$ cat src/rtl/pc_seq_pkg.sv
// pc_seq_pkg -- shared definitions for the program-counter sequencer.
//
// Holds the FSM state encoding and the default program-counter width.
// Imported by pc_seq_if, pc_reg and pc_seq.

package pc_seq_pkg;

    // Default program-counter width in bits.
    localparam int PC_SEQ_ADDR_W = 8;

    // FSM state encoding. 2'd3 is never entered on purpose; if it is
    // ever observed, the FSM falls back to ST_RST on the next edge.
    typedef enum logic [1:0] {
        ST_RST    = 2'd0,
        ST_RUN    = 2'd1,
        ST_HALTED = 2'd2,
        ST_UNUSED = 2'd3
    } state_e;

endpackage

$ cat src/rtl/pc_seq_if.sv
// pc_seq_if -- control and fetch-address bundle for pc_seq.
//
// Signals:
//   stall      controller -> seq  hold the current PC this cycle
//   jump       controller -> seq  load jump_addr into the PC this cycle
//   jump_addr  controller -> seq  jump target (ADDR_W bits)
//   halt       controller -> seq  enter HALTED (only with PC_SEQ_HALT_EN)
//   pc         seq -> controller  current fetch address
//   pc_valid   seq -> controller  pc is a live fetch address this cycle
//   state      seq -> controller  current FSM state encoding
//
// Handshake: there is no back-pressure. Controls are sampled at every
// rising clk edge; pc/pc_valid/state are registered and change only
// just after that edge. pc is meaningful to the consumer only while
// pc_valid=1.
//
// Optional feature macro: PC_SEQ_HALT_EN adds the halt signal.
// master = the controller driving the sequencer; slave = pc_seq.

interface pc_seq_if #(
    parameter int ADDR_W = pc_seq_pkg::PC_SEQ_ADDR_W
);
    logic              stall;
    logic              jump;
    logic [ADDR_W-1:0] jump_addr;
`ifdef PC_SEQ_HALT_EN
    logic              halt;
`endif
    logic [ADDR_W-1:0] pc;
    logic              pc_valid;
    logic [1:0]        state;

`ifdef PC_SEQ_HALT_EN
    modport master (output stall, jump, jump_addr, halt,
                    input  pc, pc_valid, state);
    modport slave  (input  stall, jump, jump_addr, halt,
                    output pc, pc_valid, state);
`else
    modport master (output stall, jump, jump_addr,
                    input  pc, pc_valid, state);
    modport slave  (input  stall, jump, jump_addr,
                    output pc, pc_valid, state);
`endif

endinterface

$ cat src/rtl/pc_reg.sv
// pc_reg -- program-counter storage register.
//
// Ports:
//   clk      clock, rising edge
//   rst      synchronous active-high reset, loads RESET_VEC
//   load_en  when 1, q takes d at the next edge; otherwise q holds
//   d        next PC value
//   q        stored PC value

module pc_reg #(
    parameter int                ADDR_W    = pc_seq_pkg::PC_SEQ_ADDR_W,
    parameter logic [ADDR_W-1:0] RESET_VEC = '0
) (
    input  logic              clk,
    input  logic              rst,
    input  logic              load_en,
    input  logic [ADDR_W-1:0] d,
    output logic [ADDR_W-1:0] q
);

    logic [ADDR_W-1:0] pc_q;

    always_ff @(posedge clk) begin
        if (rst) begin
            pc_q <= RESET_VEC;
        end else if (load_en) begin
            pc_q <= d;
        end
    end

    assign q = pc_q;

endmodule

$ cat src/rtl/pc_seq.sv
// pc_seq -- program-counter sequencer with reset/run(/halt) FSM.
//
// Ports:
//   clk    clock, all state updates on the rising edge
//   reset  synchronous active-high reset (forces RST, pc=RESET_VEC)
//   bus    pc_seq_if.slave: stall/jump/jump_addr(/halt) in,
//          pc/pc_valid/state out (all outputs registered)
//
// After reset the FSM spends exactly one cycle in RST (pc=RESET_VEC,
// pc_valid=0), then enters RUN where the next PC is chosen by priority
// halt > jump > stall > increment (wrapping modulo 2^ADDR_W).
//
// Optional feature macro: PC_SEQ_HALT_EN adds the halt input and the
// HALTED state, which holds pc with pc_valid=0 until reset.

module pc_seq
    import pc_seq_pkg::*;
#(
    parameter int                ADDR_W    = PC_SEQ_ADDR_W,
    parameter logic [ADDR_W-1:0] RESET_VEC = '0
) (
    input  logic     clk,
    input  logic     reset,
    pc_seq_if.slave  bus
);

    state_e            state_q;
    state_e            state_d;
    logic              pc_load;
    logic [ADDR_W-1:0] pc_d;
    logic [ADDR_W-1:0] pc_q;

    pc_reg #(
        .ADDR_W    (ADDR_W),
        .RESET_VEC (RESET_VEC)
    ) u_pc_reg (
        .clk     (clk),
        .rst     (reset),
        .load_en (pc_load),
        .d       (pc_d),
        .q       (pc_q)
    );

    always_ff @(posedge clk) begin
        if (reset) begin
            state_q <= ST_RST;
        end else begin
            state_q <= state_d;
        end
    end

    always_comb begin
        state_d = state_q;
        pc_load = 1'b0;
        pc_d    = pc_q;

        case (state_q)
            ST_RST: begin
                // Re-load the reset vector so that recovery from the
                // unused encoding also restarts at RESET_VEC; the first
                // RUN cycle presents RESET_VEC itself, not RESET_VEC+1.
                state_d = ST_RUN;
                pc_load = 1'b1;
                pc_d    = RESET_VEC;
            end

            ST_RUN: begin
`ifdef PC_SEQ_HALT_EN
                if (bus.halt) begin
                    // pc is held; pc_valid drops because of the state.
                    state_d = ST_HALTED;
                end else
`endif
                if (bus.jump) begin
                    pc_load = 1'b1;
                    pc_d    = bus.jump_addr;
                end else if (!bus.stall) begin
                    pc_load = 1'b1;
                    pc_d    = ADDR_W'(pc_q + 1'b1);
                end
            end

`ifdef PC_SEQ_HALT_EN
            ST_HALTED: begin
                // Only reset leaves HALTED; controls are ignored.
                state_d = ST_HALTED;
            end
`endif

            default: begin
                state_d = ST_RST;
            end
        endcase
    end

    // Outputs come straight from flops (state_q, pc_q); no input reaches
    // them without passing through a register.
    assign bus.pc       = pc_q;
    assign bus.pc_valid = (state_q == ST_RUN);
    assign bus.state    = state_q;

endmodule

$ cat src/flat_wrapper.sv
// flat-port wrapper written by rule: the top's interface ports become plain ports
module pc_seq_flat import pc_seq_pkg::*;
#(
    parameter int                ADDR_W    = PC_SEQ_ADDR_W,
    parameter logic [ADDR_W-1:0] RESET_VEC = '0
)
  (clk, reset, bus_stall, bus_jump, bus_jump_addr, bus_pc, bus_pc_valid, bus_state);
  pc_seq_if #(.ADDR_W(ADDR_W)) bus_i ();
  input  logic clk;
  input  logic reset;
  input wire logic [$bits(bus_i.stall)-1:0] bus_stall;
  input wire logic [$bits(bus_i.jump)-1:0] bus_jump;
  input wire logic [$bits(bus_i.jump_addr)-1:0] bus_jump_addr;
  output wire logic [$bits(bus_i.pc)-1:0] bus_pc;
  output wire logic [$bits(bus_i.pc_valid)-1:0] bus_pc_valid;
  output wire logic [$bits(bus_i.state)-1:0] bus_state;
  assign bus_i.stall = bus_stall;
  assign bus_i.jump = bus_jump;
  assign bus_i.jump_addr = bus_jump_addr;
  assign bus_pc = bus_i.pc;
  assign bus_pc_valid = bus_i.pc_valid;
  assign bus_state = bus_i.state;
  pc_seq #(.ADDR_W(ADDR_W), .RESET_VEC(RESET_VEC)) u_core (.clk(clk), .reset(reset), .bus(bus_i));
endmodule
$ cat config.mk
export PLATFORM = sky130hd
export DESIGN_NAME = pc_seq_flat
export DESIGN_NICKNAME = d
export VERILOG_FILES = /design/src/rtl/pc_seq_pkg.sv /design/src/rtl/pc_seq_if.sv /design/src/rtl/pc_reg.sv /design/src/rtl/pc_seq.sv /design/src/flat_wrapper.sv
export SDC_FILE = /design/constraint.sdc
export NUM_CORES = 1
export LEC_CHECK = 0
export BUFFER_PORTS_ARGS = -buffer_cell sky130_fd_sc_hd__buf_2
export CORE_AREA = 8 8 45 47
export CTS_CLUSTER_SIZE = 20
export DETAILED_ROUTE_END_ITERATION = 8
export DIE_AREA = 0 0 53 55
export GPL_TIMING_DRIVEN = 0
export HOLD_SLACK_MARGIN = 0.12
export PLACE_DENSITY = 0.64
export SLEW_MARGIN = 20
export SYNTH_ARGS = -nofsm -noshare
export SYNTH_HDL_FRONTEND = slang
export SYNTH_SLANG_ARGS = --single-unit
$ cat constraint.sdc
create_clock -name clk -period 2 [get_ports clk]
set_input_delay 0.2 -clock clk [delete_from_list [all_inputs] [get_ports clk]]
set_output_delay 0.2 -clock clk [all_outputs]
set_load 0.01 [all_outputs]
; Yosys cells after proc, flatten, opt, wreduce, memory -nomap -nowiden
; Index checks and enable logic that the tools add are counted.
[word_totals]
register_bits = 10
input_bits = 12
out_inout_bits = 11
[classes]
n_addsub = 1
n_eq_ne = 2
mux = 7
reduce_logical = 3
[ops]
columns = operator, n
row1 = 8-bit 2-to-1 mux, 2
row2 = 8-bit case mux with 2 select lines, 1
row3 = "8-bit by 1-bit adder with 8-bit output, second input constant", 1
row4 = 2-bit case mux with 2 select lines, 1
row5 = "3-bit != test, second input constant", 1
row6 = 3-bit AND reduction, 1
row7 = "2-bit by 1-bit equality test with 1-bit output, second input constant", 1
row8 = 2-bit zero test, 1
row9 = 1-bit 2-to-1 mux, 2
row10 = 1-bit case mux with 2 select lines, 1
row11 = 2-bit nonzero test, 1

; Depth between registers and ports, before layout
; Gate-level depths: netlist of run 1.
[logic_depth]
depth_word = 4
ltp_mapped = 5
ltp_nobuf = 5

; By module
; From an unflattened synthesis of run 1, not the netlist that was laid out.
[hier_totals]
hier_cells = 72
area_unflattened_um2 = 601.8
[by_module_without_submodules]
columns = module, instances, cells_each, area_each_um2, seq_area_each_um2
row1 = pc_seq, 1, 46, 316.6, 20.0
row2 = pc_reg, 1, 26, 285.3, 160.2

; Worst setup path after synthesis of run 1
; Ideal clock, no wire load.
[synth_path]
kind = register to register
startpoint = reg u_core.u_pc_reg.pc_q[0] (netlist: u_core.u_pc_reg.q[0])
endpoint = reg u_core.u_pc_reg.pc_q[4] (netlist: u_core.u_pc_reg.q[4])
t_arrival_ns = 1.071
t_required_ns = 1.930
slack_ns = 0.859
path_stages_with_launch = 6
period_less_slack_ns = 1.141
cell_sequence = dfxtp_1 -> ha_1 -> nand4b_1 -> xnor2_1 -> nand2_1 -> a21oi_1
[synth_between]
elab_chain_len = 4
[synth_rtl]
columns = item, line_no
row1 = "start, declared", pc_reg.sv:21  ; logic [ADDR_W-1:0] pc_q;
row2 = "start signal, assigned", pc_reg.sv:25  ; pc_q <= RESET_VEC;
row3 = "start signal, assigned", pc_reg.sv:27  ; pc_q <= d;
row4 = 8-bit by 1-bit adder with 8-bit output, pc_seq.sv:79  ; pc_d = ADDR_W'(pc_q + 1'b1);
row5 = 8-bit 2-to-1 mux, pc_seq.sv:77  ; end else if (!bus.stall) begin
row6 = 8-bit 2-to-1 mux, pc_seq.sv:74  ; if (bus.jump) begin
row7 = 8-bit case mux with 2 select lines, pc_seq.sv:57  ; case (state_q)
; Every way passes these cells. The select of a mux whose other input is x is not followed.
; A chain may end at the register's enable or synchronous reset.

; Worst setup path in the final report of run 1
; Ends and elaborated chain as after synthesis.

==> results of run 1 <==
[metrics by stage]
stage	area [sq um]	cells	hold slack, ps	util (%)	worst slack [ps]
after detailed placement	636.9	100	422.3	46.02	814.1
after floorplan	516.7	64	289.4	-	858.8
after global routing	663.1	104	136.6	47.92	675.6
after global placement	636.9	100	414.1	46.02	838.3
final	663.1	104	149.9	47.92	807.4
after CTS	663.1	104	138.0	47.92	792.4
[kinds of logic (layout without fill, tap and decap cells)]
logic type	Yosys count	in the layout	share of synthesized area, %
compound gates	14	14	17.43
xor+xnor	4	4	6.779
fa+ha+maj	1	1	2.421
buf+inv	6	30	7.503
flops	9	9	34.87
mux	1	1	1.937
other cells	1	1	0.7257
simple gates	28	28	28.33
[state kept, by name, indices dropped and copies added (netlist names)]
| register | flops |
|---|---|
| u_core.bus.state | 1 |
| u_core.u_pc_reg.q | 8 |
[final timing paths]
kind	from	to	slack (ps)	cells past startpoint
worst max register to register	u_core.u_pc_reg.q[0]	u_core.u_pc_reg.q[4]	810	5
worst min register to register	u_core.u_pc_reg.q[6]	u_core.u_pc_reg.q[6]	500	2
worst max-delay path	u_core.u_pc_reg.q[0]	u_core.u_pc_reg.q[4]	810	5
worst min-delay path	reset	u_core.bus.state[0]	150	2
[final cells by class]
cell class	instances	share of cell area (%)
Clock buffer	4	3.962
Inverter	2	1.132
Multi-Input combinational cell	49	44.91
Sequential cell	9	27.17
Buffer	4	4.717
Timing Repair Buffer	20	15.09
Tap cell	16	3.019
[cell usage in the layout, fill, tap and decap left out, types with 2 or more instances in the layout]
cell type,instances
nand2b_1,3
xnor2_1,4
buf_4,2
a21oi_1,7
nand4b_1,2
nand2_1,11
buf_2,21
clkbuf_4,3
o21ai_1,2
dfxtp_1,9
nor2_1,5
nand3_1,2
[critical path: cells and delay by family, from the launching register on]
kind            cells  cell delay [ps]
fa+ha+maj           1              230
compound gates      1              130
flops               1              430
simple gates        2              190
xor+xnor            1              150
[layer usage]
layer / vias up / GRT usage, % / wire [um]
met5: - / 0 / 0
met4: 0 / 7.759 / 29
met3: 4 / 4.545 / 107
met2: 19 / 14.26 / 609
met1: 238 / 10.99 / 541
li1: 270 / - / -
[power breakdown]
part / internal [W] / leakage, nW / switching [W]
clock network: 0.0000772 / 0.0150 / 0.0000707
registers: 0.000186 / 0.0736 / 0.00000867
logic: 0.0000305 / 0.199 / 0.0000317
total: 0.000294 / 0.288 / 0.000111
==> metrics.md, run 1 <==
| Metric | Value |
|---|---|
| Max_cap viols | `0` |
| WL final | `~1300 um` |
| Die height | `about 55 um` |
| ANT cells | `0` |
| Startpoint type of the worst setup path | `flip-flop` |
| Leak Pwr | `between 0.2 and 0.3 nW` |
| Worst path max stage delay | `430 ps` |
| Synth Register Bits | `9` |
| Fmax | `0.8385 GHz` |
| Vias/cell | `5.106` |
| RSZ-0062 raised after global routing | `false` |
| Via count | `531` |
| Die Span X | `~53 um` |
| Post-route clock period utilization | `around three fifths` |
| Fin Setup TNS | `0 ps` |
| Worst min path class | `in -> reg` |
| Core Rows | `14` |
| Antenna-violating nets left | `0` |
| Area grow syn2layout | `28.33%` |
| Critical path type | `reg -> reg` |
| Register area | `about 180 sq um` |
| # IOs | `23` |
| Dpl hpwl | `995.3 um` |
| DR pass1 iterations | `5` |
| Pin count of the biggest net entering global routing | `11` |
| Worst Skew | `slightly below 6 ps` |
| Buffers on Ports | `20` |
| Post-CTS Setup Inserts | `0` |
| Skew-Pair Late Insertion Delay | `270 ps` |
| CTS tree | `yes` |
| CTS root buffer | `clkbuf_4` |
| Clk slew on worst S/H paths | `70 ps` |
| Critical path peak fanout | `6` |
| PwrDens | `610.3 nW/um^2` |
| Final net count | `102` |
| Maximum VDD drop | `0.2873 mV` |
| GP Congestion | `0.7748` |
| Top-count cell post-synth | `nand2_1` |
| Initial DRC Count | `7` |
| CTS Sinks | `9` |
| GRT Overall Usage | `9.852%` |
| Top cells by count, synth | `11 x nand2_1, 9 x dfxtp_1, 7 x a21oi_1` |
| Post-cts sizing count | `0` |
| DR DRC count | `0` |
| CP endpoint kind | `flip-flop` |
| Async S/R FF share, synth | `0%` |
| # hold bufs at CTS | `0` |
| Post-synth top area share | `34.87%` |
| Status | `complete, no violations` |
| Slowest cell on the critical path | `dfxtp_1` |
| Main flop type after synthesis | `dfxtp_1` |
| Total power | `between 0.0004 and 0.0005 W` |
| Slew Limit Fails | `0` |
| Post-synth EDFFs | `0` |
| Core ar. | `1384 sq um` |
| Synth warn | `0` |
| H-tree Lvls | `1` |
| Grt total ovfl | `0` |
| Synth area leader | `dfxtp_1` |
| Mapped Nets | `77` |
| Mapped Cells | `between 60 and 70` |
| Layout cells sized above 1 | `35.23%` |
| Crit path DAT | `roughly 1400 ps` |
| Syn_area_per_cell | `8.074 sq um` |
| Maximum buffer depth of the clock tree | `2` |
| Num CTS Buffers | `3` |
| Netlist Area Pre-Place | `516.7 sq um` |
| Synth area leaders | `dfxtp_1 35%, nand2_1 8.0%, a21oi_1 6.8%, xnor2_1 6.8%, nand2b_1 3.6%` |
| Netlist cell types | `27` |
| Filler cell count | `155` |
| First-pass GRT wire length | `about 2100 um` |
| Initial antenna violation count | `0` |
| Endpoints failing setup | `0` |
| Seq/Total Area, Yosys | `34.87%` |
| Initial core utilization | `between 30 and 40%` |
| Cells along the critical path | `ha_1, nand4b_1, xnor2_1, nand2_1, a21oi_1` |
| Final min period | `1193 ps` |
| Area of the multi-input gates | `297.8 sq um` |
| Final hold viol count | `0` |
| Vias in the first global route | `roughly 470` |
| Post-DR wirelength/cell | `12.38 um` |
| Die ar. | `2915 sq um` |
| Critical path data required time | `2200 ps` |
No activity file was read; power rests on OpenSTA's default activity.
==> run 2: changes to the inputs <==
- CORE_AREA: 8 8 45 47 -> unset
- CORE_MARGIN: unset -> 8
- CORE_UTILIZATION: unset -> 39
- DIE_AREA: 0 0 53 55 -> unset
- PLACE_DENSITY: 0.64 -> 0.67
- clock period: 2 -> 1.05 ns (I/O delays scaled with it)
==> metrics.md, run 2 (synthesis gave the netlist of run 1 again) <==
| Metric | Value |
|---|---|
| DR pass1 iterations | `3 (-2)` |
| H-tree Lvls | `1 (unchanged)` |
| Worst Skew | `4.203 ps (-1.660 ps)` |
| Clk slew on worst S/H paths | `70 ps (about the same)` |
| Final core occ | `62.72% (+15 points)` |
| Worst min path class | `in -> reg` |
| Core ar. | `1269 sq um (-8.3%)` |
| Leak Pwr | `0.3248 nW (+13%)` |
| Critical path peak fanout | `6 (unchanged)` |
| Final net count | `110 (+7.8%)` |
| Layout cells sized above 1 | `45.83% (+11 points)` |
| First-pass GRT wire length | `2428 um (+18%)` |
| Die ar. | `2746 sq um (-5.8%)` |
| Critical path data required time | `1240 ps (-960 ps)` |
| Max reg flops | `8 (unchanged)` |
| Critical path type | `reg -> reg` |
| Area grow syn2layout | `53.99%` |
| ANT cells | `0 (unchanged)` |
| Filler cell count | `120 (-23%)` |
| CTS Sinks | `9 (unchanged)` |
| Status | `complete, no violations` |
| DR DRC count | `0 (unchanged)` |
| Area of the multi-input gates | `331.6 sq um (+11%)` |
| RSZ-0062 raised after global routing | `true` |
| Max_cap viols | `0 (unchanged)` |
| Vias/cell | `4.928 (-3.5%)` |
| Maximum buffer depth of the clock tree | `2 (unchanged)` |
| Dpl hpwl | `1020 um (+2.5%)` |
| GRT Overall Usage | `11.25% (+1.4 points)` |
| Pin count of the biggest net entering global routing | `11 (unchanged)` |
| Initial antenna violation count | `0 (unchanged)` |
| PwrDens | `982.1 nW/um^2 (+61%)` |
| Die Span X | `52.40 um (-1.1%)` |
| Endpoints failing setup | `0 (unchanged)` |
| Largest delay contributor family on the critical path | `flip-flops` |
| Num CTS Buffers | `3 (unchanged)` |
| CTS root buffer | `clkbuf_4` |
| Via count | `547 (+3.0%)` |
| Final min period | `1031 ps (-161.5 ps)` |
| Finished Cell Area | `795.8 sq um (+20%)` |
| Maximum VDD drop | `0.5655 mV (+97%)` |
| Buffers on Ports | `20 (unchanged)` |
| Register area | `202.7 sq um (+12%)` |
| Post-route clock period utilization | `98.19% (+39 points)` |
| Worst path max stage delay | `380 ps (-50 ps)` |
| WL final | `1390 um (+8.0%)` |
| Post-DR wirelength/cell | `12.52 um (+1.2%)` |
| Slew Limit Fails | `0 (unchanged)` |
| Cells along the critical path | `ha_4, nand4b_1, xnor2_1, nand2_1, a21oi_2` |
| CP endpoint kind | `flip-flop` |
| Crit path DAT | `1220 ps (-170 ps)` |
| Slowest cell on the critical path | `dfxtp_4` |
| Final hold viol count | `0 (unchanged)` |
| Core Rows | `13 (-1)` |
| Startpoint type of the worst setup path | `flip-flop` |
| Commonest non-fill, non-tap cell in the layout | `buf_2` |
| Total power | `0.0007816 W (+93%)` |
| Hold slack | `149.2 ps (-0.6820 ps)` |
| Most frequent cells in the layout | `21 x buf_2, 11 x nand2_1, 7 x dlygate4sd3_1` |
| Vias in the first global route | `544 (+17%)` |
| Fmax | `0.9699 GHz (+16%)` |
| Grt total ovfl | `0 (unchanged)` |
| Dpl cell area | `641.9 sq um (+0.79%)` |
| Die height | `52.40 um (-4.7%)` |
| GP Congestion | `0.7571 (-2.3%)` |
| # IOs | `23 (unchanged)` |
| Worst Path Buf+Inv | `0 (unchanged)` |
| CTS tree | `yes` |
| Initial core utilization | `40.73% (+3.4 points)` |
| Skew-Pair Late Insertion Delay | `260 ps (about the same)` |
| Antenna-violating nets left | `0 (unchanged)` |
| Initial DRC Count | `4 (-3)` |
-- run 2: cell type report --
type / count / area share (%)
clock buffers: 4 / 3.302
well taps: 15 / 2.358
multi-input cells: 49 / 41.67
plain buffers: 4 / 3.931
flip-flops and latches: 9 / 25.47
inverters: 2 / 0.9434
repair buffers: 28 / 22.33
-- run 2: worst register-to-register path: cells and delay by family, from the launching register on --
kind / cells / cell delay, ps
flops: 1 / 380
fa+ha+maj: 1 / 140
simple gates: 2 / 180
compound gates: 1 / 100
xor+xnor: 1 / 170
-- run 2: timing repair --
| item | 4_1_cts | 5_1_grt |
|---|---|---|
| pin swaps | 0 | 2 |
| buffers inserted | 0 | 1 |
| gates resized for setup | 11 | 4 |
| endpoints found under the setup margin | 6 | 6 |
| hold endpoints to repair | 7 | 0 |
| cloned | 0 | 0 |
| hold buffers | 7 | 0 |
-- run 2: worst paths after layout --
| kind | startpoint | end | slack, ps | cells after the start |
|---|---|---|---|---|
| min reg2reg | u_core.u_pc_reg.q[6] | u_core.u_pc_reg.q[6] | 490 | 2 |
| max reg2reg | u_core.u_pc_reg.q[1] | u_core.u_pc_reg.q[4] | 20 | 5 |
| min | bus_jump_addr[6] | u_core.u_pc_reg.q[6] | 150 | 3 |
| max | u_core.u_pc_reg.q[1] | u_core.u_pc_reg.q[4] | 20 | 5 |
-- run 2: metrics by stage --
step / setup WS [ps] / setup TNS, ps / std cells
2_1_floorplan: -7.741 / -7.741 / 64
3_3_place_gp: -27.70 / -106.2 / 99
3_5_place_dp: -63.70 / -202.3 / 99
4_1_cts: 2.017 / 0 / 110
5_1_grt: -72.59 / -366.5 / 111
6_report: 18.96 / 0 / 111
-- run 2: metal layers --
| metal | track usage, % | vias to the layer above | share of wire [%] |
|---|---|---|---|
| met5 | 0 | - | 0 |
| met4 | 5.172 | 0 | 1.2 |
| met3 | 3.693 | 2 | 6.2 |
| met2 | 17.19 | 10 | 50 |
| met1 | 13.83 | 249 | 42 |
| li1 | - | 286 | - |
-- run 2: report_power, final --
part / internal, W / total [W] / switching [W]
clock network: 0.000146 / 0.000268 / 0.000122
registers: 0.000348 / 0.000367 / 0.0000195
logic: 0.0000795 / 0.000146 / 0.0000666
==> run 3: changes to the inputs <==
- REMOVE_ABC_BUFFERS: unset -> 1
==> metrics.md, run 3 (synthesis gave the netlist of run 1 again) <==
| Metric | Value |
|---|---|
| Final min period | `1041 ps (+10.29 ps)` |
| Final net count | `108 (-1.8%)` |
| Core Rows | `13 (unchanged)` |
| Core ar. | `1269 sq um (unchanged)` |
| Max reg flops | `8 (unchanged)` |
| Skew-Pair Late Insertion Delay | `260 ps (about the same)` |
| Vias in the first global route | `531 (-2.4%)` |
| Area grow syn2layout | `47.46%` |
| Antenna-violating nets left | `0 (unchanged)` |
| Layout cells sized above 1 | `42.55% (-3.3 points)` |
| Most frequent cells in the layout | `21 x buf_2, 10 x nand2_1, 7 x a21oi_1, 7 x dlygate4sd3_1, 5 x nor2_1` |
| Clk slew on worst S/H paths | `60 ps (about the same)` |
| Num CTS Buffers | `3 (unchanged)` |
| CTS tree | `yes` |
| Fmax | `0.9603 GHz (-0.99%)` |
| DR DRC count | `0 (unchanged)` |
| Post-route clock period utilization | `99.17% (+0.98 points)` |
| Worst Skew | `5.820 ps (+1.618 ps)` |
| Critical path peak fanout | `4 (-2)` |
| Leak Pwr | `0.3138 nW (-3.4%)` |
| Status | `complete, no violations` |
| Post-DR wirelength/cell | `12.85 um (+2.6%)` |
| CTS Sinks | `9 (unchanged)` |
| Dpl cell area | `609.3 sq um (-5.1%)` |
| P_int | `0.0005695 W (-0.68%)` |
| Via count | `548 (+0.18%)` |
| Initial antenna violation count | `0 (unchanged)` |
| GRT Overall Usage | `10.78% (-0.47 points)` |
| Sequential group share of total power | `47.5% (+0.5 points)` |
| Slew Limit Fails | `0 (unchanged)` |
| H-tree Lvls | `1 (unchanged)` |
| Startpoint type of the worst setup path | `flip-flop` |
| Maximum buffer depth of the clock tree | `2 (unchanged)` |
| Final core occ | `60.06% (-2.7 points)` |
| PwrDens | `1018 nW/um^2 (+3.7%)` |
| Crit path DAT | `1200 ps (-20 ps)` |
| ANT cells | `0 (unchanged)` |
| Commonest non-fill, non-tap cell in the layout | `buf_2` |
| Die Span X | `52.40 um (unchanged)` |
| # IOs | `23 (unchanged)` |
| Die ar. | `2746 sq um (unchanged)` |
| Dpl hpwl | `958.6 um (-6.0%)` |
| Final hold viol count | `0 (unchanged)` |
| Critical path type | `reg -> reg` |
| CTS root buffer | `clkbuf_4` |
| Maximum VDD drop | `0.6533 mV (+16%)` |
| Combinational share of power | `17.9% (-0.8 points)` |
| Clock power frac | `34.6% (+0.3 points)` |
| CP endpoint kind | `flip-flop` |
| GP Congestion | `0.7217 (-4.7%)` |
| Area of the multi-input gates | `322.8 sq um (-2.6%)` |
| Hold slack | `162.4 ps (+13.26 ps)` |
| P_sw | `0.0002064 W (-0.84%)` |
| WL final | `1401 um (+0.79%)` |
| Die height | `52.40 um (unchanged)` |
| Final Non-Filler Cells | `109 (-1.8%)` |
| Grt total ovfl | `0 (unchanged)` |
| Max_cap viols | `0 (unchanged)` |
| RSZ-0062 raised after global routing | `true` |
| First-pass GRT wire length | `2304 um (-5.1%)` |
| Worst min path class | `in -> reg` |
| Finished Cell Area | `762.0 sq um (-4.2%)` |
| Critical path data required time | `1210 ps (-30 ps)` |
| DR pass1 iterations | `4 (+1)` |
| Buffers on Ports | `21 (+5.0%)` |
| Initial core utilization | `40.73% (unchanged)` |
| Filler cell count | `129 (+7.5%)` |
| Sw frac | `26.60% (-0.032 points)` |
| Register area | `196.4 sq um (-3.1%)` |
| Endpoints failing setup | `0 (unchanged)` |
| Placed Cells | `96 (-3.0%)` |
| Initial DRC Count | `6 (+2)` |
| Pin count of the biggest net entering global routing | `14 (+3)` |
| Vias/cell | `5.028 (+2.0%)` |
==> run 3: final timing paths <==
check                  startpoint                   end  slack [ps]  cells past startpoint
max reg2reg  u_core.u_pc_reg.q[1]  u_core.u_pc_reg.q[1]           9                      5
max          u_core.u_pc_reg.q[1]  u_core.u_pc_reg.q[1]           9                      5
min reg2reg  u_core.u_pc_reg.q[6]  u_core.u_pc_reg.q[6]         490                      2
min              bus_jump_addr[6]  u_core.u_pc_reg.q[6]         160                      3
==> run 3: per-stage QoR <==
stage                     setup slack, ps  total power [W]  TNS [ps]
after floorplan                    -91.57        0.0004317    -382.4
final                               8.669        0.0007759         0
after detailed placement           -133.9        0.0004880    -575.3
after CTS                           11.13        0.0007872         0
after global routing               -88.83        0.0008237    -382.7
after global placement             -118.1        0.0004870    -558.9
==> run 3: power groups by stage <==
stage	clock network, W	registers, W	logic (W)
2_1_floorplan	0	0.000384	0.0000479
3_3_place_gp	0	0.000378	0.000109
3_5_place_dp	0	0.000379	0.000109
4_1_cts	0.000281	0.000369	0.000138
5_1_grt	0.000298	0.000371	0.000154
6_report	0.000268	0.000369	0.000139
==> run 3: metal layers <==
metal / track usage (%) / vias up / share of wire, %
met5: 0 / - / 0
met4: 2.586 / 0 / 0.57
met3: 4.261 / 2 / 8.4
met2: 17.39 / 19 / 48
met1: 12.96 / 242 / 43
li1: - / 285 / -
==> run 3: final cells by class <==
class | count | share of cell area, %
clock buffers | 4 | 3.448
repair buffers | 30 | 24.96
inverters | 2 | 0.9852
flip-flops and latches | 9 | 25.78
well taps | 15 | 2.463
multi-input cells | 49 | 42.36
==> run 3: critical path, cell delays in order, from the launching register on <==
cell and delay, ps:
dfxtp_4 360, ha_4 220, mux2i_1 110, nor2_1 70, a21oi_1 120, nor2_1 50
==> run 3: timing repair <==
action | CTS | global route
pin swaps | 2 | 8
endpoints found under the hold margin | 7 | 0
endpoints found under the setup margin | 6 | 7
setup buffers | 2 | 0
gates resized for setup | 13 | 2
hold buffers | 7 | 0
cloned | 0 | 0
